$ cat config.mk
export PLATFORM = sky130hd
export DESIGN_NAME = tile_scheduler
export DESIGN_NICKNAME = d
export VERILOG_FILES = /design/src/rtl/tile_scheduler.sv
export SDC_FILE = /design/constraint.sdc
export NUM_CORES = 1
export LEC_CHECK = 0
export CAP_MARGIN = 15
export CORE_MARGIN = 5
export CORE_UTILIZATION = 41
export CTS_CLUSTER_DIAMETER = 30
export DETAILED_ROUTE_END_ITERATION = 7
export DONT_BUFFER_PORTS = 1
export PLACE_DENSITY = 0.61
export SYNTH_ARGS = -nofsm -noshare
export SYNTH_HDL_FRONTEND = slang
export SYNTH_SLANG_ARGS = --single-unit
$ cat constraint.sdc
create_clock -name clk -period 1.8 [get_ports clk]
set_clock_uncertainty 0.15 [all_clocks]
set_input_delay 0 -clock clk [delete_from_list [all_inputs] [get_ports clk]]
set_output_delay 0 -clock clk [all_outputs]
set_load 0.01 [all_outputs]
$ cat src/rtl/tile_scheduler.sv
// Command sequencer in front of tile_processor: walks a tile grid in row-major
// order, issuing one start per tile and reporting completion, progress and errors.
module tile_scheduler #(
  parameter int TIMEOUT = 4096
) (
  input  logic       clk,
  input  logic       rst_n,
  input  logic       cmd_valid,
  output logic       cmd_ready,
  input  logic [2:0] cmd_op,
  input  logic [2:0] cmd_ni,
  input  logic [2:0] cmd_nj,
  output logic       cmd_done,
  output logic       cmd_err,
  output logic       busy,
  output logic [6:0] tiles_done,
  output logic       tp_start,
  output logic [2:0] tp_tile_i,
  output logic [2:0] tp_tile_j,
  output logic [2:0] tp_op_code,
  input  logic       tp_done
);

  localparam int CW = (TIMEOUT > 0) ? $clog2(TIMEOUT + 1) : 1;

  typedef enum logic [1:0] {
    IDLE,
    ISSUE,
    WAIT,
    FINISH
  } state_t;

  state_t        state;
  logic [2:0]    op;
  logic [2:0]    ni;
  logic [2:0]    nj;
  logic [CW-1:0] tcount;
  logic          row_col;
  logic          last_col;
  logic          last_tile;
  logic          timed_out;

  // tp_tile_i/tp_tile_j double as the traversal indices; only MUL and DOT walk columns.
  assign row_col   = (op == 3'd0) || (op == 3'd4);
  assign last_col  = !row_col || (tp_tile_j == nj);
  assign last_tile = last_col && (tp_tile_i == ni);
  assign timed_out = (TIMEOUT != 0) && (tcount == CW'(TIMEOUT - 1));

  assign cmd_ready = (state == IDLE);
  assign busy      = (state != IDLE);

  always_ff @(posedge clk or negedge rst_n) begin
    if (!rst_n) begin
      state      <= IDLE;
      op         <= '0;
      ni         <= '0;
      nj         <= '0;
      tcount     <= '0;
      cmd_done   <= 1'b0;
      cmd_err    <= 1'b0;
      tiles_done <= '0;
      tp_start   <= 1'b0;
      tp_tile_i  <= '0;
      tp_tile_j  <= '0;
      tp_op_code <= '0;
    end else begin
      case (state)
        IDLE: begin
          if (cmd_valid) begin
            op         <= cmd_op;
            ni         <= cmd_ni;
            nj         <= cmd_nj;
            tiles_done <= '0;
            tcount     <= '0;
            tp_tile_i  <= '0;
            tp_tile_j  <= '0;
            if (cmd_op > 3'd4) begin
              cmd_done <= 1'b1;
              cmd_err  <= 1'b1;
              state    <= FINISH;
            end else begin
              tp_start   <= 1'b1;
              tp_op_code <= cmd_op;
              state      <= ISSUE;
            end
          end
        end
        ISSUE: begin
          tp_start <= 1'b0;
          state    <= WAIT;
        end
        WAIT: begin
          if (tp_done) begin
            tiles_done <= tiles_done + 7'd1;
            tcount     <= '0;
            if (last_tile) begin
              cmd_done <= 1'b1;
              cmd_err  <= 1'b0;
              state    <= FINISH;
            end else begin
              if (last_col) begin
                tp_tile_j <= '0;
                tp_tile_i <= tp_tile_i + 3'd1;
              end else begin
                tp_tile_j <= tp_tile_j + 3'd1;
              end
              tp_start <= 1'b1;
              state    <= ISSUE;
            end
          end else if (timed_out) begin
            cmd_done <= 1'b1;
            cmd_err  <= 1'b1;
            state    <= FINISH;
          end else begin
            tcount <= tcount + 1'b1;
          end
        end
        FINISH: begin
          cmd_done <= 1'b0;
          cmd_err  <= 1'b0;
          state    <= IDLE;
        end
        default: state <= IDLE;
      endcase
    end
  end

endmodule
### After elaboration in Yosys (flattened, before gate mapping)

Cells that the tools add are included.

| word-level totals | value |
|---|---|
| register bits after elaboration | 43 |
| bits of input ports | 13 |
| word-level logic and storage cells | 89 |

| cells by class | value |
|---|---|
| add/sub/neg operators | 4 |
| magnitude comparators | 1 |
| eq/ne operators | 16 |
| muxes and demuxes | 36 |
| bitwise operators | 1 |
| reductions and logical operators | 19 |

Operator list:

| operator | number |
|---|---|
| 13-bit 2-to-1 mux | 3 |
| 13-bit one-hot mux with 2 select lines | 1 |
| 3-bit 2-to-1 mux | 7 |
| 5-bit AND reduction | 3 |
| 7-bit 2-to-1 mux | 2 |
| 7-bit one-hot mux with 2 select lines | 1 |
| 13-bit by 1-bit adder with 13-bit output, second input constant | 1 |
| 13-bit by 12-bit == test with 1-bit output, second input constant | 1 |
| 3-bit one-hot mux with 2 select lines | 2 |
| 1-bit 2-to-1 mux | 11 |
| 2-bit 2-to-1 mux | 5 |
| 2-bit != test, second input constant | 5 |
| 3-bit != test, second input constant | 3 |
| 1-bit one-hot mux with 3 select lines | 3 |
| 3-bit AND reduction | 3 |
| 2-bit one-hot mux with 4 select lines | 1 |
| 7-bit by 1-bit adder with 7-bit output, second input constant | 1 |
| 3-bit by 1-bit adder with 3-bit output, second input constant | 2 |
| 3-bit == test | 2 |
| 3-bit nonzero test | 2 |
| 2-bit == test, second input constant | 2 |
| 2-bit AND reduction | 2 |
| 4-bit AND reduction | 1 |
| 2-bit nonzero test | 2 |
| 10 further kinds | 11 |

### Longest topological paths before layout

| logic depth | value |
|---|---|
| word-level depth | 8 |
| depth in mapped cells | 6 |
| gate-level depth less buffers | 5 |

### Least setup slack after synthesis

OpenSTA, ideal clock, no wires.

| timing path | value |
|---|---|
| kind | flip-flop to flip-flop |
| start point | reg tcount[0] |
| end point | reg tcount[1] |
| setup time | 0.120 ns |
| data arrival time | 1.633 ns |
| required time | 1.530 ns |
| setup slack | -0.103 ns |
| stages on the path, launching flop included | 7 |
| clock period less this slack | 1.903 ns |
| cell sequence | dfrtp_1 ha_1 nand4_2 o41ai_4 buf_6 nand2_1 a31o_1 |

| between the ends | value |
|---|---|
| cells in the longest elaborated chain, start to end | 4 |

Ends and longest elaborated chain:

| item | RTL line | source |
|---|---|---|
| from (decl) | 37 | `logic [CW-1:0] tcount;` |
| from (signal assigned) | 115 | `tcount <= tcount + 1'b1;` |
| 13-bit by 1-bit adder with 13-bit output | 115 |  |
| 13-bit 2-to-1 mux | 110 | `end else if (timed_out) begin` |
| 13-bit 2-to-1 mux | 93 | `if (tp_done) begin` |
| 13-bit one-hot mux with 2 select lines | 67 | `case (state)` |

Several ways; a longest one is shown, not always the timed one. The select of a mux whose other input is x is not followed.
A chain may end at the register's enable or synchronous reset.

### Final worst setup path

| timing path | value |
|---|---|
| start point | reg tcount[0] |
| end point | reg tcount[9] |

The elaborated chain is that of the path after synthesis.

==> impl_metrics.env <==
export IMPL_die_area_mm2=0.00708
export IMPL_worst_slack_ns=-0.0271
export IMPL_dieWidth_um=84.1
export IMPL_crit_type="reg2reg"
export IMPL_synth_nets=240
export IMPL_hold_viol_final=0
export IMPL_io_pins=34
export IMPL_grt_overflow=0
export IMPL_routabilityCongestion=0.839
export IMPL_postLayoutCoreUtil=0.596
export IMPL_setup_violations_final=1
export IMPL_cts_root_buf="clkbuf_8"
export IMPL_min_delay_start="tp_done"
export IMPL_drv_slew=0
export IMPL_yosys_most_used_dff="dfrtp_1"
export IMPL_ys_warn_count=0
export IMPL_dr_total_vias=1976
export IMPL_max_slew_margin_rel=0.735
export IMPL_yosysSeqAreaShare=0.466
export IMPL_r2r_setup_slack_ns=-0.03
export IMPL_die_y_um=84.1
export IMPL_portBuffers=0
export IMPL_drive_above_1_share=0.397
export IMPL_wirelength_um=5870
export IMPL_avgSynthCellArea_um2=10.1
export IMPL_grt_pass1_wl_um=9590
export IMPL_area_delta_synth_final_pct=43.9
export IMPL_power_density_mw_per_mm2=1300
export IMPL_r2r_end="tcount[9]"
export IMPL_fillCellCount=438
export IMPL_crit_required_ns=1.88
export IMPL_max_cap_violations=0
export IMPL_dr_pass1_iters=4
export IMPL_syn_area_mm2=0.00225
export IMPL_antenna_diode_count=0
export IMPL_rsz0062_at_grt="true"
export IMPL_tightest_slew_ns=0.396
export IMPL_instances_no_fill=367
export IMPL_cellLeakagePower_nw=1.40
export IMPL_cts_buffers=5
export IMPL_dp_cells=337
export IMPL_cts_path_max_buffers=2
export IMPL_viasPerCell=5.38
export IMPL_crit_path_start_kind="flip-flop"
export IMPL_violations="negative setup slack"
export IMPL_fin_nets=311
export IMPL_hold_depth=4
export IMPL_netlist_instances=223
export IMPL_dp_hpwl_um=3950
export IMPL_cts_sinks=42
export IMPL_vdd_ir_drop_max_mv=0.744
export IMPL_worst_ep_arrival_time_ns=1.91
export IMPL_reg2regPathDepth=5
export IMPL_r2r_start="tcount[0]"
export IMPL_cts_clk_slew_worst_paths_ns=0.09
export IMPL_min_to="tcount[3]"
export IMPL_rows=27
export IMPL_cts_tree="built"
export IMPL_drtIter0Drc=106
export IMPL_grt_max_degree=43
export IMPL_synth_edf_count=0
export IMPL_grt_pass1_vias=2005
export IMPL_antenna_found_initial=0
export IMPL_crit_fanout=4
export IMPL_fmax_mhz=547
export IMPL_crit_path_end_kind="flip-flop"
export IMPL_hold_slack_ns=0.0162
export IMPL_htreeDepth=2
export IMPL_preCtsSetupSlack_ns=-0.284
export IMPL_async_reset_ff_frac=1.00
export IMPL_synth_cell_type_count=51
export IMPL_clk_latency_ns=0.30
export IMPL_hp_class="in2reg"
export IMPL_drtAntennaViolNets=0
export IMPL_power_total_mw=4.21
export IMPL_drcViolationCount=0
export IMPL_drt_wirelength_per_cell_um=16.0
export IMPL_min_period_ns=1.83
export IMPL_track_usage=0.169
export IMPL_yosys_register_bits=42
export IMPL_status="finished with violations"
export IMPL_fin_crit_sh=1.02
export IMPL_core_area_mm2=0.00544
export IMPL_start_util=0.414
cells by family (layout without fill, tap and decap cells):
group                    Yosys count  count (layout)  synth area share
flip-flops                        42              42             0.466
AND/OR/NAND/NOR                   86              86             0.211
buffers and inverters             16              88            0.0350
XOR/XNOR                          10              10            0.0389
multiplexers                      14              14            0.0683
adder cells (fa/ha/maj)            4               4            0.0222
AO/OA/AOI/OAI                     51              51             0.158
cell usage after synthesis (2+ instances only):
library cell | instances | area [um^2]
clkbuf_1 | 3 | 11.3
nand2b_1 | 5 | 31.3
and2_1 | 3 | 18.8
nor2b_1 | 3 | 18.8
xor2_1 | 4 | 35.0
a31oi_1 | 3 | 18.8
mux2i_1 | 3 | 30.0
o41ai_1 | 2 | 17.5
or2_2 | 2 | 12.5
xnor2_1 | 6 | 52.6
nand4_1 | 2 | 12.5
inv_1 | 8 | 30.0
nor3b_1 | 2 | 15.0
o211ai_1 | 6 | 45.0
buf_6 | 2 | 22.5
nor2_1 | 13 | 48.8
o31ai_1 | 3 | 22.5
and3_1 | 2 | 12.5
nand3b_1 | 2 | 15.0
or3_2 | 2 | 15.0
nand2_1 | 22 | 82.6
a21oi_1 | 15 | 75.1
nor4_1 | 7 | 43.8
or4_1 | 3 | 22.5
nor3_1 | 2 | 10.0
buf_2 | 3 | 15.0
nand3_1 | 8 | 40.0
o21ai_0 | 9 | 45.0
or3b_2 | 2 | 17.5
mux2_2 | 11 | 124
ha_1 | 4 | 50.1
dfrtp_1 | 42 | 1050
repair_timing:
action | in CTS | in global routing
gates cloned | 0 | 0
hold endpoints to repair | 71 | 0
gates resized for setup | 14 | 30
endpoints found under the setup margin | 14 | 23
pin swaps | 3 | 8
buffers inserted | 7 | 3
hold buffers | 13 | 0
critical path, stage by stage, from the launching register on:
cell and delay [ns]:
dfrtp_1 0.41, buf_4 0.15, nand3_2 0.08, or3_4 0.39, or4_1 0.47, a21oi_1 0.13
registers in the layout, indices dropped and copies added, names as in the netlist:
name        cells
tp_tile_j       3
op              2
tp_op_code      3
cmd_done        1
tp_tile_i       3
tcount         13
ni              3
tp_start        1
nj              3
tiles_done      7
state           2
cmd_err         1
layout by cell type (no fill, tap or decap), types with 4 or more instances in the layout:
cell type	instances
nand2b_1	5
o211ai_1	6
nand3_1	8
o21ai_0	8
xor2_1	4
nand2_1	22
a21oi_1	11
mux2_2	11
nor4_4	4
clkbuf_8	6
inv_1	8
nor2_1	11
dlygate4sd3_1	12
a21oi_2	4
buf_4	56
dfrtp_1	42
per-stage QoR:
step | setup TNS (ns) | area (um^2)
after global routing | -0.446 | 3240
after floorplan | 0 | 2270
after global placement | -1.09 | 2700
final | -0.0271 | 3240
after CTS | -0.0103 | 3060
after detailed placement | -2.06 | 2700
power breakdown:
| part | internal, mW | switching, mW |
|---|---|---|
| sequential | 1.20 | 0.246 |
| combinational | 1.05 | 1.08 |
| clock | 0.310 | 0.332 |
| total | 2.55 | 1.66 |
worst max-delay path by stage:
stage / start / end / slack [ns]
final: tcount[0] / tcount[9] / -0.03
after global routing: state[1] / tcount[9] / -0.09
after CTS: tcount[0] / tcount[9] / -0.01
after detailed placement: tcount[0] / tcount[7] / -0.28
after global placement: tcount[0] / tcount[7] / -0.18
after floorplan: state[1] / tp_tile_i[2] / 0.01
metal layers:
metal / wire [um] / vias to the layer above / global-route usage
met4: 116 / 0 / 0.0629
li1: - / 967 / -
met2: 3030 / 44 / 0.293
met3: 327 / 11 / 0.0500
met5: 0 / - / 0
met1: 2390 / 954 / 0.198
final cells by class:
cell class,instances,area [um^2],share of cell area
Inverter,8,30.0,0.00926
Tap cell,72,90.1,0.0278
Multi-Input combinational cell,165,1370,0.422
Clock inverter,1,5.00,0.00154
Sequential cell,42,1050,0.324
Clock buffer,7,86.3,0.0266
Timing Repair Buffer,72,611,0.188
Power figures use the tool's default switching activity.
